File: src/rtl/tow_press_reader_if.sv
// Press-latch bus between the Tug-of-War player latches/game control and the press reader.
// The master drives start and the latched flags; the slave (reader) drives clears, moves and status.
interface tow_press_reader_if #(
  parameter int POS_W = 4
);
  logic             start;
  logic             q_left;
  logic             q_right;
  logic             clr_left;
  logic             clr_right;
  logic             move_left;
  logic             move_right;
  logic [POS_W-1:0] pos;
  logic [1:0]       winner;
  logic             busy;

  modport master (
    output start, q_left, q_right,
    input  clr_left, clr_right, move_left, move_right, pos, winner, busy
  );

  modport slave (
    input  start, q_left, q_right,
    output clr_left, clr_right, move_left, move_right, pos, winner, busy
  );
endinterface

File: src/rtl/tow_press_reader.sv
// Tug-of-War press reader: arbitrates latched presses, steps the rope, clears latches, holds off.
// Optional macro TOW_TIE_ALTERNATE_EN: ties move the side named by an alternating priority bit.
//
// state   | meaning
// IDLE    | after reset, waiting for start; both latches held cleared
// ARMED   | round running, accepting the next press
// HOLDOFF | press accepted; serviced latch(es) held cleared while counter runs
// DONE    | rope reached an end; winner latched until start
module tow_press_reader #(
  parameter int POS_MAX        = 8,
  parameter int POS_W          = 4,
  parameter int HOLDOFF_CYCLES = 16,
  parameter int CNT_W          = 8
) (
  input logic              clk,
  input logic              rst,
  tow_press_reader_if.slave bus
);

  typedef enum logic [1:0] {IDLE, ARMED, HOLDOFF, DONE} state_t;

  localparam logic [POS_W-1:0] CENTRE = POS_W'(POS_MAX / 2);
  localparam logic [POS_W-1:0] PMAX   = POS_W'(POS_MAX);
  localparam logic [CNT_W-1:0] HOLD   = CNT_W'(HOLDOFF_CYCLES);

  state_t           state;
  logic [POS_W-1:0] pos_q;
  logic [1:0]       winner_q;
  logic             mvl_q, mvr_q, clrl_q, clrr_q, busy_q;
  logic [CNT_W-1:0] cnt;
  logic             press_l, press_r;
  logic [POS_W-1:0] pos_nxt;
`ifdef TOW_TIE_ALTERNATE_EN
  logic             tie_pri;  // 0 favours left, 1 favours right
`endif

  always_comb begin
    press_l = bus.q_left & ~bus.q_right;
    press_r = bus.q_right & ~bus.q_left;
`ifdef TOW_TIE_ALTERNATE_EN
    if (bus.q_left && bus.q_right) begin
      press_l = ~tie_pri;
      press_r = tie_pri;
    end
`endif
    pos_nxt = pos_q;
    if (press_l)      pos_nxt = pos_q - POS_W'(1);
    else if (press_r) pos_nxt = pos_q + POS_W'(1);
  end

  always_ff @(posedge clk or posedge rst) begin
    if (rst) begin
      state    <= IDLE;
      pos_q    <= CENTRE;
      winner_q <= 2'b00;
      mvl_q    <= 1'b0;
      mvr_q    <= 1'b0;
      clrl_q   <= 1'b1;
      clrr_q   <= 1'b1;
      busy_q   <= 1'b0;
      cnt      <= '0;
`ifdef TOW_TIE_ALTERNATE_EN
      tie_pri  <= 1'b0;
`endif
    end else begin
      mvl_q <= 1'b0;
      mvr_q <= 1'b0;
      if (bus.start) begin
        // clears pulse for one cycle to flush any stale latch before arming
        state    <= ARMED;
        pos_q    <= CENTRE;
        winner_q <= 2'b00;
        clrl_q   <= 1'b1;
        clrr_q   <= 1'b1;
        busy_q   <= 1'b1;
        cnt      <= '0;
`ifdef TOW_TIE_ALTERNATE_EN
        tie_pri  <= 1'b0;
`endif
      end else begin
        case (state)
          IDLE: begin
            clrl_q <= 1'b1;
            clrr_q <= 1'b1;
            busy_q <= 1'b0;
          end
          ARMED: begin
            if (bus.q_left || bus.q_right) begin
              pos_q <= pos_nxt;
              mvl_q <= press_l;
              mvr_q <= press_r;
`ifdef TOW_TIE_ALTERNATE_EN
              if (bus.q_left && bus.q_right) tie_pri <= ~tie_pri;
`endif
              if ((press_l && pos_nxt == '0) || (press_r && pos_nxt == PMAX)) begin
                state    <= DONE;
                winner_q <= press_l ? 2'b01 : 2'b10;
                clrl_q   <= 1'b1;
                clrr_q   <= 1'b1;
                busy_q   <= 1'b0;
                cnt      <= '0;
              end else begin
                state  <= HOLDOFF;
                clrl_q <= bus.q_left;
                clrr_q <= bus.q_right;
                cnt    <= HOLD;
              end
            end else begin
              clrl_q <= 1'b0;
              clrr_q <= 1'b0;
            end
          end
          HOLDOFF: begin
            // counter runs HOLD..0, giving HOLD+1 cycles of clear
            if (cnt == '0) begin
              state  <= ARMED;
              clrl_q <= 1'b0;
              clrr_q <= 1'b0;
            end else begin
              cnt <= cnt - CNT_W'(1);
            end
          end
          DONE: begin
            clrl_q <= 1'b1;
            clrr_q <= 1'b1;
            busy_q <= 1'b0;
          end
          default: state <= IDLE;
        endcase
      end
    end
  end

  assign bus.pos        = pos_q;
  assign bus.winner     = winner_q;
  assign bus.move_left  = mvl_q;
  assign bus.move_right = mvr_q;
  assign bus.clr_left   = clrl_q;
  assign bus.clr_right  = clrr_q;
  assign bus.busy       = busy_q;

endmodule
File: src/flat_wrapper.sv
// flat-port wrapper written by rule: the top's interface ports become plain ports
module tow_press_reader_flat 
#(
  parameter int POS_MAX        = 8,
  parameter int POS_W          = 4,
  parameter int HOLDOFF_CYCLES = 16,
  parameter int CNT_W          = 8
)
  (clk, rst, bus_start, bus_q_left, bus_q_right, bus_clr_left, bus_clr_right, bus_move_left, bus_move_right, bus_pos, bus_winner, bus_busy);
  tow_press_reader_if #(.POS_W(POS_W)) bus_i ();
  input logic clk;
  input logic rst;
  input wire logic [$bits(bus_i.start)-1:0] bus_start;
  input wire logic [$bits(bus_i.q_left)-1:0] bus_q_left;
  input wire logic [$bits(bus_i.q_right)-1:0] bus_q_right;
  output wire logic [$bits(bus_i.clr_left)-1:0] bus_clr_left;
  output wire logic [$bits(bus_i.clr_right)-1:0] bus_clr_right;
  output wire logic [$bits(bus_i.move_left)-1:0] bus_move_left;
  output wire logic [$bits(bus_i.move_right)-1:0] bus_move_right;
  output wire logic [$bits(bus_i.pos)-1:0] bus_pos;
  output wire logic [$bits(bus_i.winner)-1:0] bus_winner;
  output wire logic [$bits(bus_i.busy)-1:0] bus_busy;
  assign bus_i.start = bus_start;
  assign bus_i.q_left = bus_q_left;
  assign bus_i.q_right = bus_q_right;
  assign bus_clr_left = bus_i.clr_left;
  assign bus_clr_right = bus_i.clr_right;
  assign bus_move_left = bus_i.move_left;
  assign bus_move_right = bus_i.move_right;
  assign bus_pos = bus_i.pos;
  assign bus_winner = bus_i.winner;
  assign bus_busy = bus_i.busy;
  tow_press_reader #(.POS_MAX(POS_MAX), .POS_W(POS_W), .HOLDOFF_CYCLES(HOLDOFF_CYCLES), .CNT_W(CNT_W)) u_core (.clk(clk), .rst(rst), .bus(bus_i));
endmodule
File: config.mk
export PLATFORM = sky130hd
export DESIGN_NAME = tow_press_reader_flat
export DESIGN_NICKNAME = d
export VERILOG_FILES = /design/src/rtl/tow_press_reader_if.sv /design/src/rtl/tow_press_reader.sv /design/src/flat_wrapper.sv
export SDC_FILE = /design/constraint.sdc
export NUM_CORES = 1
export LEC_CHECK = 0
export ABC_AREA = 1
export CAP_MARGIN = 5
export CORE_MARGIN = 2
export CORE_UTILIZATION = 52
export CTS_BUF_LIST = sky130_fd_sc_hd__clkbuf_8
export DETAILED_ROUTE_END_ITERATION = 8
export GPL_TIMING_DRIVEN = 0
export HOLD_SLACK_MARGIN = 0.1
export PLACE_DENSITY = 0.76
export SLEW_MARGIN = 0
export SYNTH_ARGS = -nofsm -noshare
export SYNTH_HDL_FRONTEND = slang
export SYNTH_SLANG_ARGS = --single-unit
export TNS_END_PERCENT = 100
File: constraint.sdc
create_clock -name clk -period 1.8 [get_ports clk]
set_clock_uncertainty 0.2 [all_clocks]
set_input_delay 0.36 -clock clk [delete_from_list [all_inputs] [get_ports clk]]
set_output_delay 0.36 -clock clk [all_outputs]
set_load 0.05 [all_outputs]
# ---- Word-level counts from Yosys, hierarchy flattened
# Cells that the tools add are included.
dict set report word_totals {
  ff_bits 21
  input_bits 5
}
dict set report classes {
  add_sub_neg 3
  n_eq_ne 8
  muxes 39
  n_bitwise 4
  n_reduce_logical 18
}
# op n
set op_table {}
lappend op_table {{2-to-1 mux 8 bit} 3}
lappend op_table {{2-to-1 mux 4 bit} 5}
lappend op_table {{2-to-1 mux 1 bit} 17}
lappend op_table {{2-to-1 mux 2 bit} 8}
lappend op_table {{case mux 8 bit (2 select lines)} 1}
lappend op_table {{AND reduction 3 bit} 4}
lappend op_table {{!= test 3 x 2 -> 1 bit, second input constant} 3}
lappend op_table {{logical NOT 8 bit} 1}
lappend op_table {{subtractor 8 x 1 -> 8 bit, second input constant} 1}
lappend op_table {{case mux 1 bit (3 select lines)} 2}
lappend op_table {{nonzero test 2 bit} 3}
lappend op_table {{nonzero test 3 bit} 2}
lappend op_table {{2-to-1 mux 5 bit} 1}
lappend op_table {{adder 4 x 1 -> 4 bit, second input constant} 1}
lappend op_table {{== test 2 bit, second input constant} 2}
lappend op_table {{== test 4 bit, second input constant} 1}
lappend op_table {{logical NOT 4 bit} 1}
lappend op_table {{case mux 2 bit (2 select lines)} 1}
lappend op_table {{subtractor 4 x 1 -> 4 bit, second input constant} 1}
lappend op_table {{!= test 3 bit, second input constant} 1}
lappend op_table {{AND 1 bit} 2}
lappend op_table {{== test 2 x 1 -> 1 bit, second input constant} 1}
lappend op_table {{logical AND 1 bit} 2}
lappend op_table {{logical NOT 2 bit} 1}
lappend op_table {{other kinds (5)} 7}

# ---- Longest topological paths before layout
# Gate-level depths: netlist of the first run.
dict set report depth {
  depth_word 11
  ltp_mapped 13
  mapped_depth_nobuf 13
}

# ---- Least setup slack after synthesis of the first run
# No wires, ideal clock.
dict set report synth_timing {
  path_kind {register to register}
  startpoint {reg u_core.pos_q[0], in the netlist u_core.bus.pos[0]}
  endpoint {reg u_core.winner_q[0], in the netlist u_core.bus.winner[0]}
  setup_time_ns 0.119
  t_arrival_ns 1.908
  slack_ns -0.427
  stages_incl_launch_ff 11
  path_buffers 0
  cell_sequence {dfrtp_1 inv_1 ha_1 nand3_1 nand2_1 nor2_4 nand2_2 nor2_4 nand4_2 nand3_1 nand2_1}
}
dict set report synth_via {
  elab_chain_len 8
  elab_cells_between_ends 11
  classes_between {2 x add/sub; 1 x eq/ne; 2 x mux; 6 x reduce/logical}
}
# item line
set synth_rtl {}
lappend synth_rtl {{start, declared} tow_press_reader.sv:27} ;# logic [POS_W-1:0] pos_q;
lappend synth_rtl {{start signal, assigned} tow_press_reader.sv:89} ;# pos_q <= pos_nxt;
lappend synth_rtl {{adder 4 x 1 -> 4 bit} tow_press_reader.sv:48} ;# else if (press_r) pos_nxt = pos_q + POS_W'(1);
lappend synth_rtl {{2-to-1 mux 4 bit} tow_press_reader.sv:48}
lappend synth_rtl {{2-to-1 mux 4 bit *} tow_press_reader.sv:47} ;# if (press_l) pos_nxt = pos_q - POS_W'(1);
lappend synth_rtl {{== test 4 bit / logical NOT 4 bit (equally long branches)} tow_press_reader.sv:95} ;# if ((press_l && pos_nxt == '0) || (press_r && pos_nxt == PMAX)) begin
lappend synth_rtl {{logical AND 1 bit} tow_press_reader.sv:95}
lappend synth_rtl {{logical OR 1 bit *} tow_press_reader.sv:95}
lappend synth_rtl {{nonzero test 2 bit (no line) *} -}
lappend synth_rtl {{AND reduction 3 bit (no line) *} -}
lappend synth_rtl {{end signal, assigned} tow_press_reader.sv:97} ;# winner_q <= press_l ? 2'b01 : 2'b10;
lappend synth_rtl {{end, declared} tow_press_reader.sv:28} ;# logic [1:0] winner_q;
# Every way passes the cells marked *; elsewhere a longest branch is shown, timed or not.
# A chain may end at the register's enable or synchronous reset.

# ---- Final worst setup path of the first run
dict set report layout_timing {
  startpoint {reg u_core.pos_q[0], in the netlist u_core.bus.pos[0]}
  endpoint {reg u_core.clrl_q, in the netlist u_core.bus.clr_left}
}
dict set report layout_via {
  elab_chain_len 10
  elab_cells_between_ends 13
  classes_between {2 x add/sub; 1 x eq/ne; 6 x mux; 4 x reduce/logical}
}
# item line
set layout_rtl {}
lappend layout_rtl {{adder 4 x 1 -> 4 bit} tow_press_reader.sv:48}
lappend layout_rtl {{2-to-1 mux 4 bit} tow_press_reader.sv:48}
lappend layout_rtl {{2-to-1 mux 4 bit *} tow_press_reader.sv:47}
lappend layout_rtl {{== test 4 bit / logical NOT 4 bit (equally long branches)} tow_press_reader.sv:95}
lappend layout_rtl {{logical AND 1 bit} tow_press_reader.sv:95}
lappend layout_rtl {{logical OR 1 bit *} tow_press_reader.sv:95}
lappend layout_rtl {{2-to-1 mux 1 bit *} tow_press_reader.sv:95}
lappend layout_rtl {{2-to-1 mux 1 bit *} tow_press_reader.sv:88} ;# if (bus.q_left || bus.q_right) begin
lappend layout_rtl {{case mux 1 bit (3 select lines) *} tow_press_reader.sv:81} ;# case (state)
lappend layout_rtl {{2-to-1 mux 1 bit *} tow_press_reader.sv:68} ;# if (bus.start) begin
lappend layout_rtl {{end signal, assigned} tow_press_reader.sv:104} ;# clrl_q <= bus.q_left;
lappend layout_rtl {{end, declared} tow_press_reader.sv:29} ;# logic mvl_q, mvr_q, clrl_q, clrr_q, busy_q;
# Marked as above.

==> results.yml, run 1 <==
synth:
  synth_top_family_by_area: "simple AND/OR/NAND/NOR gates"
  syn_area_mm2: 0.00138
  synth_simple_gate_area_share_pct: 35.4
  yosys_warnings: 0
  ys_types: 27
  syn_avg_cell_area_um2: 7.45
  synthAdderAreaFrac_pct: 6.36
  synth_cells: 185
  synth_compound_area_share_pct: 8.99
  yosys.area.top_type: "dfrtp_1"
  muxShareOfSynthArea_pct: 0
  synth_top_area_share_pct: 32.7
  synth_nets: 197
  synth_seq_cells: 21
  seq_area_frac_synth_pct: 38.4
  synth-xor-area-share_pct: 2.54
  ys_top_cells_by_area: "dfrtp_1, nand2_1, nor2_1, ha_1, nand3_1"
global_route:
  grt.total_usage_pct: 23.3
  grt_pass1_wl_um: 5810
  grt.overflow.total: 0
  antenna_found_initial: 0
  grt_max_degree: 22
  grt_pass1_vias: 1383
clock_network:
  clk_latency_ns: 0.26
  cts-root-buf: "clkbuf_8"
  clock_sinks: 21
  h-tree-depth: 1
  cts_inserted_buffers: 3
  clk_path_buf_depth: 2
  cts.clk_slew.worst_paths_ns: 0.07
  cts_tree: "built"
  hold_buffers: 0
placement:
  portBuffers: 15
  pre_cts_ws_ns: -0.574
  gp_congestion: 0.858
  place_hpwl_um: 2260
detailed_routing:
  first_pass_iters: 4
  wl_per_cell_um: 14.1
  drt_iter0_markers: 45
  via_per_inst: 5.56
  vias: 1435
  ant_nets: 0
  wirelength_um: 3640
  route.detailed.drc: 0
critical_path:
  cp_max_fo: 6
  crit_required_ns: 1.80
  reg2reg_slack_ns: -0.05
  startpoint_type: "flop"
  reg2reg_from: "u_core.bus.pos[0]"
  crit_path_end_kind: "flop"
  path_class: "reg2reg"
  r2r_cells: 12
  reg2reg_to: "u_core.bus.clr_left"
  cp.arrival_ns: 1.85
final_layout:
  layout-drive-gt1-share_pct: 38.2
  synthToLayoutAreaGrowth_pct: 39.1
  fillers: 165
  antennaDiodeCount: 0
  layout.nets: 241
worst_hold_path:
  hold_path_end: "u_core.bus.move_left"
  whs_path_depth: 3
  hold_path.class: "in2reg"
  hold_path_startpoint: "bus_q_left"
timing:
  worst_pin_slew_ns: 0.788
  hold_viol: 0
  fmax_mhz: 542
  fin_ws_ns: -0.0460
  slew_headroom_pct: 47.4
  maxSlewViolCount: 0
  setup_viol: 3
  rsz0062_at_grt: "yes"
  period_minus_slack_ns: 1.85
  fin_crit_sh_pct: 103
die:
  die-area_mm2: 0.00308
  rows: 18
  die_h_um: 55.5
  die_w_um: 55.5
  io_pins: 16
  start_util_pct: 55.1
  core-area_mm2: 0.00250
job:
  maxCapViolCount: 0
status:
  status: "complete, but fails checks"
  violations: "setup timing"
power_and_ir_drop:
  vdd_ir_drop_max_mv: 1.05
  power_density_mw_per_mm2: 1440
  leakage_nw: 0.942
  power_mw: 2.75
==> flip-flops by register name (all words and copies together), names as in the netlist <==
register,flops
u_core.bus.clr_right,1
u_core.bus.move_right,1
u_core.state,2
u_core.bus.pos,4
u_core.bus.clr_left,1
u_core.cnt,8
u_core.bus.move_left,1
u_core.bus.busy,1
u_core.bus.winner,2
==> cell usage in the layout (no fill, tap or decap), drive strengths merged <==
cell type,Yosys,routed
o22ai,3,3
clkdlybuf4s50,0,1
dfstp,3,3
inv,27,28
nand4,7,7
clkinv,2,3
nor3,2,2
nand2,43,43
o22a,1,1
dfrtp,18,18
o31ai,1,1
nor2,29,29
buf,0,23
clkdlybuf4s15,0,2
nand3b,2,2
o21ai,11,11
clkbuf,0,6
ha,7,7
xor2,4,4
nand3,19,19
dlygate4sd2,0,9
a21oi,6,6
==> how the worst max path moves through the flow <==
stage,to,slack (ns),depth (start not counted),start
floorplan,u_core.bus.winner[0],-0.07,11,u_core.bus.pos[1]
detailed placement,u_core.cnt[2],-0.57,12,bus_q_left
global placement,u_core.cnt[7],-0.52,11,bus_q_left
global route,u_core.bus.clr_left,-0.17,11,u_core.bus.pos[1]
finish,u_core.bus.clr_left,-0.05,12,u_core.bus.pos[0]
CTS,u_core.bus.clr_left,-0.03,12,u_core.bus.pos[0]
==> worst max-delay path: stages (launching register included) <==
cell     delay (ns)
dfrtp_2        0.44
inv_4          0.05
ha_4           0.26
inv_2          0.03
nand2_2        0.06
nand2_2        0.06
nor2_4         0.09
nand2_2        0.07
nor2_4         0.14
nand3_2        0.11
nand2_1        0.08
nand2_1        0.06
a21oi_2        0.12
==> layer usage <==
layer / up-vias / share of wire, % / GRT usage [%]
met3: 12 / 5.2 / 3.75
li1: 687 / - / -
met5: - / 0 / 0
met1: 679 / 40 / 26.6
met4: 0 / 2.8 / 13.2
met2: 57 / 52 / 40.6
==> synth_stat cells <==
| cell | instances |
|---|---|
| a21oi_1 | 5 |
| a21oi_2 | 1 |
| clkinv_1 | 1 |
| clkinv_4 | 1 |
| dfrtp_1 | 18 |
| dfstp_2 | 3 |
| ha_1 | 7 |
| inv_1 | 22 |
| inv_2 | 5 |
| nand2_1 | 37 |
| nand2_2 | 5 |
| nand2_4 | 1 |
| nand3_1 | 17 |
| nand3_2 | 2 |
| nand3b_1 | 2 |
| nand4_1 | 6 |
| nand4_2 | 1 |
| nor2_1 | 26 |
| nor2_2 | 1 |
| nor2_4 | 2 |
| nor3_1 | 2 |
| o21ai_0 | 10 |
| o21ai_1 | 1 |
| o22a_1 | 1 |
| o22ai_1 | 3 |
| o31ai_1 | 1 |
| xor2_1 | 4 |
==> power by group <==
part	total, mW	internal (mW)	switching, mW
clock network	0.304	0.152	0.151
registers	0.740	0.613	0.127
logic	1.71	0.677	1.03
total	2.75	1.44	1.31
==> what timing repair did <==
| item | in CTS | in global routing |
|---|---|---|
| setup buffers | 12 | 11 |
| gates resized for setup | 44 | 20 |
| cloned | 1 | 0 |
| endpoints found under the setup margin | 26 | 21 |
| pin swaps | 3 | 8 |
==> stage by stage <==
| step | hold WS, ns | instances | utilization, % | TNS (ns) | instance area (µm²) |
|---|---|---|---|---|---|
| finish | 0.309 | 258 | 76.6 | -0.107 | 1920 |
| global route | 0.337 | 258 | 76.6 | -1.07 | 1920 |
| CTS | 0.326 | 247 | 72.0 | -0.0882 | 1800 |
| detailed placement | 0.301 | 230 | 63.5 | -8.00 | 1590 |
| global placement | 0.292 | 230 | 63.5 | -7.27 | 1590 |
| floorplan | 0.134 | 185 | - | -0.332 | 1400 |
==> layout make-up <==
class                      instances  area (µm²)  area share [%]
inverter                          29         123            6.40
timing repair inverter             1        5.00           0.261
clock inverter                     1        3.75           0.196
multi-input combinational        135         872            45.5
clock buffer                       3        41.3            2.16
timing repair buffer              38         302            15.7
tap                               30        37.5            1.96
sequential                        21         532            27.8
==> cell families (layout without fill, tap and decap cells) <==
group	count (synthesis)	in the layout
simple gates	102	102
buf+inv	29	72
compound gates	22	22
flops	21	21
fa+ha+maj	7	7
xor+xnor	4	4
No activity file was read; power rests on OpenSTA's default activity.
==> run 2, diff against run 1 <==
--- a/config.mk
+++ b/config.mk
@@ -13,7 +13,8 @@
 export DETAILED_ROUTE_END_ITERATION = 8
 export GPL_TIMING_DRIVEN = 0
 export HOLD_SLACK_MARGIN = 0.1
-export PLACE_DENSITY = 0.76
+export MAX_ROUTING_LAYER = met4
+export PLACE_DENSITY = 0.78
 export SLEW_MARGIN = 0
 export SYNTH_ARGS = -nofsm -noshare
 export SYNTH_HDL_FRONTEND = slang
==> results.yml, run 2 (same netlist as run 1, synthesis figures left out) <==
critical_path:
  cp-startpoint: "u_core.state[0]"
  reg2reg_slack_ns: -0.08
  crit_required_ns: 1.75
  cp_top_family: "buffers and inverters"
  endpoint: "u_core.cnt[2]"
  worst_path_largest_cell_delay_ns: 0.43
  cp_num_buf_inv: 5
  startpoint_type: "flop"
  cp_slowest_cell: "dfrtp_1"
  reg2reg_to: "u_core.cnt[2]"
  crit_chain: "buf_6 -> ha_4 -> inv_4 -> nor2_4 -> inv_2 -> nand2_4 -> a21oi_4 -> inv_2 -> nand2_4 -> clkinv_4 -> nand3b_1 -> a21oi_2"
  crit_path_end_kind: "flop"
  cp.arrival_ns: 1.83
  path_class: "reg2reg"
  reg2reg_from: "u_core.state[0]"
  r2r_cells: 12
  cp_num_cells: 12
  cp_max_fo: 7
job:
  maxCapViolCount: 0
die:
  die_h_um: 55.5
  io_pins: 16
  core-area_mm2: 0.00250
  die-area_mm2: 0.00308
  start_util_pct: 55.1
  rows: 18
  die_w_um: 55.5
power_and_ir_drop:
  internal_power_mw: 1.52
  switching_share_pct: 47.5
  power_density_mw_per_mm2: 1460
  pwr-share-comb_pct: 63.7
  power_mw: 2.89
  seqPwrFrac_pct: 25.7
  switchingPower_mw: 1.37
  vdd_ir_drop_max_mv: 1.15
  leakage_nw: 0.969
  power_frac_clock_pct: 10.6
detailed_routing:
  wirelength_um: 3800
  drt_iter0_markers: 76
  vias: 1448
  route.detailed.drc: 0
  via_per_inst: 5.59
  ant_nets: 0
  wl_per_cell_um: 14.7
  first_pass_iters: 4
timing:
  period_minus_slack_ns: 1.88
  maxSlewViolCount: 0
  slew_headroom_pct: 48.1
  setup_viol: 10
  rsz0062_at_grt: "yes"
  fin_ws_ns: -0.0830
  worst_pin_slew_ns: 0.777
  fin_crit_sh_pct: 105
  fmax_mhz: 531
  hold_viol: 0
  fin_setup_tns_ns: -0.432
final_layout:
  antennaDiodeCount: 0
  largest_reg_flops: 8
  regMostFlops: "u_core.cnt"
  synthToLayoutAreaGrowth_pct: 43.9
  final_cell_mix: "nand2_1, buf_4, nor2_1, dfrtp_1, nand3_1"
  layout.nets: 242
  layout-drive-gt1-share_pct: 42.4
  mostFrequentLayoutCell: "nand2_1"
clock_network:
  clk_path_buf_depth: 2
  cts_tree: "built"
  clock_sinks: 21
  cts-root-buf: "clkbuf_8"
  cts.clk_slew.worst_paths_ns: 0.08
  h-tree-depth: 1
  clk_latency_ns: 0.26
  cts_inserted_buffers: 3
global_route:
  grt_use_met1_pct: 31.2
  grt_busiest_layer: "met2"
  grt.met2_usage_pct: 42.9
  grt.overflow.total: 0
  grt_pass1_vias: 1377
  grt.total_usage_pct: 25.2
  grt_pass1_wl_um: 6090
  antenna_found_initial: 0
  met3_usage_pct: 2.34
  grt_max_degree: 22
status:
  violations: "setup timing"
  status: "complete, but fails checks"
placement:
  gp_congestion: 0.853
  portBuffers: 15
  place_hpwl_um: 2260
worst_hold_path:
  hold_path.class: "reg2reg"
  whs_path_depth: 2
[run 2: area by class of cell]
type | count | area, µm²
Multi-Input combinational cell | 135 | 910
Sequential cell | 21 | 532
Fill cell | 149 | 518
Timing Repair Buffer | 39 | 324
Inverter | 29 | 126
Clock buffer | 3 | 41.3
Tap cell | 30 | 37.5
Timing Repair inverter | 1 | 6.26
Clock inverter | 1 | 5.00
[run 2: what timing repair did]
| item | CTS | global route |
|---|---|---|
| buffers inserted | 14 | 10 |
| setup endpoints to repair | 26 | 18 |
| pin swaps | 3 | 14 |
| gates cloned | 1 | 0 |
| gates resized for setup | 45 | 40 |
| hold buffers | 0 | 0 |
[run 2: power by group through the flow]
stage	clock network (mW)	registers [mW]	logic, mW
global placement	0	0.728	1.19
floorplan	0	0.907	0.763
global route	0.324	0.757	1.99
detailed placement	0	0.735	1.23
CTS	0.311	0.731	1.52
finish	0.307	0.742	1.84
[run 2: metal layers]
metal / vias up / part of all wire [%]
li1: 690 / -
met1: 704 / 42
met2: 43 / 53
met3: 11 / 3.3
met4: 0 / 2.3
met5: - / 0
[run 2: worst min-delay path, cell delays in order (launching register included)]
cell	delay, ns
dfstp_2	0.37
nor2_1	0.10
a21oi_1	0.05
[run 2: through the flow]
| step | setup slack [ns] | cell area [µm²] | util (%) | cells | hold WS [ns] |
|---|---|---|---|---|---|
| 3_5_place_dp | -0.530 | 1590 | 63.5 | 230 | 0.304 |
| 4_1_cts | 0.0000440 | 1810 | 72.2 | 249 | 0.315 |
| 5_1_grt | -0.186 | 1980 | 79.3 | 259 | 0.334 |
| 3_3_place_gp | -0.519 | 1590 | 63.5 | 230 | 0.294 |
| 6_report | -0.0830 | 1980 | 79.3 | 259 | 0.317 |
| 2_1_floorplan | -0.0652 | 1400 | - | 185 | 0.134 |
[run 2: how the worst min path moves through the flow]
stage	start	slack, ns	to
4_1_cts	u_core.bus.clr_right	0.31	u_core.bus.clr_right
3_3_place_gp	u_core.bus.clr_left	0.29	u_core.bus.clr_left
5_1_grt	bus_q_left	0.33	u_core.bus.move_left
2_1_floorplan	rst	0.13	u_core.bus.busy
6_report	u_core.bus.clr_right	0.32	u_core.bus.clr_right
3_5_place_dp	u_core.bus.clr_right	0.30	u_core.bus.clr_right
==> run 3, diff against run 2 <==
--- a/config.mk
+++ b/config.mk
@@ -19,4 +19,3 @@
 export SYNTH_ARGS = -nofsm -noshare
 export SYNTH_HDL_FRONTEND = slang
 export SYNTH_SLANG_ARGS = --single-unit
-export TNS_END_PERCENT = 100
==> results of run 3 <==
Same layout as run 2: the final DEF is identical, and so are final timing and power.
==> patch (config.mk and constraints of run 3) <==
`POS_W` is set to 4 in 3 places; all go to 6.
--- a/src/rtl/tow_press_reader_if.sv
+++ b/src/rtl/tow_press_reader_if.sv
@@ -1,7 +1,7 @@
 // Press-latch bus between the Tug-of-War player latches/game control and the press reader.
 // The master drives start and the latched flags; the slave (reader) drives clears, moves and status.
 interface tow_press_reader_if #(
-  parameter int POS_W = 4
+  parameter int POS_W = 6
 );
   logic             start;
   logic             q_left;
--- a/src/rtl/tow_press_reader.sv
+++ b/src/rtl/tow_press_reader.sv
@@ -8,7 +8,7 @@
 // DONE    | rope reached an end; winner latched until start
 module tow_press_reader #(
   parameter int POS_MAX        = 8,
-  parameter int POS_W          = 4,
+  parameter int POS_W          = 6,
   parameter int HOLDOFF_CYCLES = 16,
   parameter int CNT_W          = 8
 ) (
--- a/src/flat_wrapper.sv
+++ b/src/flat_wrapper.sv
@@ -2,7 +2,7 @@
 module tow_press_reader_flat 
 #(
   parameter int POS_MAX        = 8,
-  parameter int POS_W          = 4,
+  parameter int POS_W          = 6,
   parameter int HOLDOFF_CYCLES = 16,
   parameter int CNT_W          = 8
 )
Ports: changed (resized bus_pos); port bits go from 16 to 18. The function was not compared with the original's and may differ.
==> patch against run 3 <==
The flow still finishes with violations (setup timing). Sequential cell count grew 2. First-iteration DRC count grew 55%. Non-clock buffer count is the same. Wire length grew 20%. Total power grew 18%. Die area grew 6.5%. Design area grew 4.0%. Worst setup slack lost 160 ps. Area after synthesis grew 7.0%. Critical endpoint is now u_core.cnt[0]. Largest cell class unchanged.
==> patch: results (changes against run 3) <==
[outcome]
outcome=complete, but fails checks  ; unchanged
violations=setup timing  ; unchanged

[worst_setup_path]
arrival_ps=2020  ; was 1830 ps
r2r_start=u_core.cnt[0]  ; was u_core.state[0]
path_max_fanout=5  ; was 7
slowest_delay_ps=410  ; was 430 ps
worstRegToRegCells=7  ; was 12

[detailed_routing]
wirelength_met1_mm=1.763  ; was 1.586 mm
drtIter0Drc=118  ; was 76
viasPerCell=6.015  ; was 5.591
wl_per_cell_um=16.58  ; was 14.69 um

[hold_path]
min_to=u_core.bus.move_right  ; was u_core.bus.clr_right
hold_path_class=input port to flop  ; was flop to flop

[place]
dp_hpwl_mm=2.554  ; was 2.257 mm
port_buffers=16  ; was 15

[synth]
synth.distinct_cells=29  ; was 27
ys_seq_area_share_pct=39.30  ; was 38.42%
synth_nets=216  ; was 197

[global_route]
grt.total_usage_pct=26.92  ; was 25.19%
grt_max_degree=24  ; was 22
use_met1_pct=33.58  ; was 31.22%
first_global_vias=1512  ; was 1,377

[power]
p_comb_mw=2.21  ; was 1.84 mW
p_comb_share_pct=65.0  ; was 63.7%

[timing]
setup_ws_ps=-241.4  ; was -83.01 ps
worst_slew_pin_slew_ps=866.8  ; was 777.3 ps
setup_viol=15  ; was 10
hold_slack_ps=275.5  ; was 317.4 ps

==> patch: cell count changes in the layout (fill, tap and decap cells not counted), moves of 3 or more <==
cell             delta
clkdlybuf4s15_2     +3
nand2_1            +11
nand2_2             +7
nand3_1             +6
nand4_1             -3
nor2_1              +4
nor2_4              -5
o21ai_0             +3
o21ai_1             -6
o22ai_1             +3
==> patch: per-stage QoR <==
step                util, %  setup WS (ps)  instances  instance area (sq um)  TNS [ps]
finish                75.38         -241.4        275                   2061     -2103
detailed placement    61.97         -633.1        251                   1694     -9942
floorplan                 -         -223.4        204                   1495     -1237
global route          75.38         -390.0        275                   2061     -3499
global placement      61.97         -611.3        251                   1694     -9319
CTS                   71.95         -104.7        269                   1967    -512.6
==> patch: cell families (layout without fill, tap and decap cells) <==
group / after synthesis / after routing / synth area share, %
fa+ha+maj: 7 / 7 / 5.942
flops: 23 / 23 / 39.30
simple gates: 124 / 124 / 37.95
xor+xnor: 3 / 3 / 1.783
buf+inv: 26 / 66 / 6.790
compound gates: 21 / 21 / 8.234
==> patch: layout make-up <==
| type | count | area share (%) |
|---|---|---|
| multi-input cells | 155 | 46.51 |
| flip-flops and latches | 23 | 28.29 |
| repair buffers | 36 | 15.24 |
| inverters | 23 | 4.554 |
| clock buffers | 3 | 2.004 |
| well taps | 31 | 1.882 |
| plain buffers | 3 | 1.154 |
| clock inverters | 1 | 0.3643 |
==> patch: critical path, delay by kind of cell, from the launching register on <==
family / cells / cell delay, ps
AOI/OAI and AO/OA: 1 / 270
adders and majority gates: 1 / 210
DFF: 1 / 410
buffers and inverters: 1 / 90
and+or+nand+nor: 4 / 760
==> patch: what timing repair did <==
item | in CTS | in global routing
pin swaps | 16 | 15
buffers inserted | 14 | 6
resized for setup | 62 | 20
endpoints found under the setup margin | 33 | 23
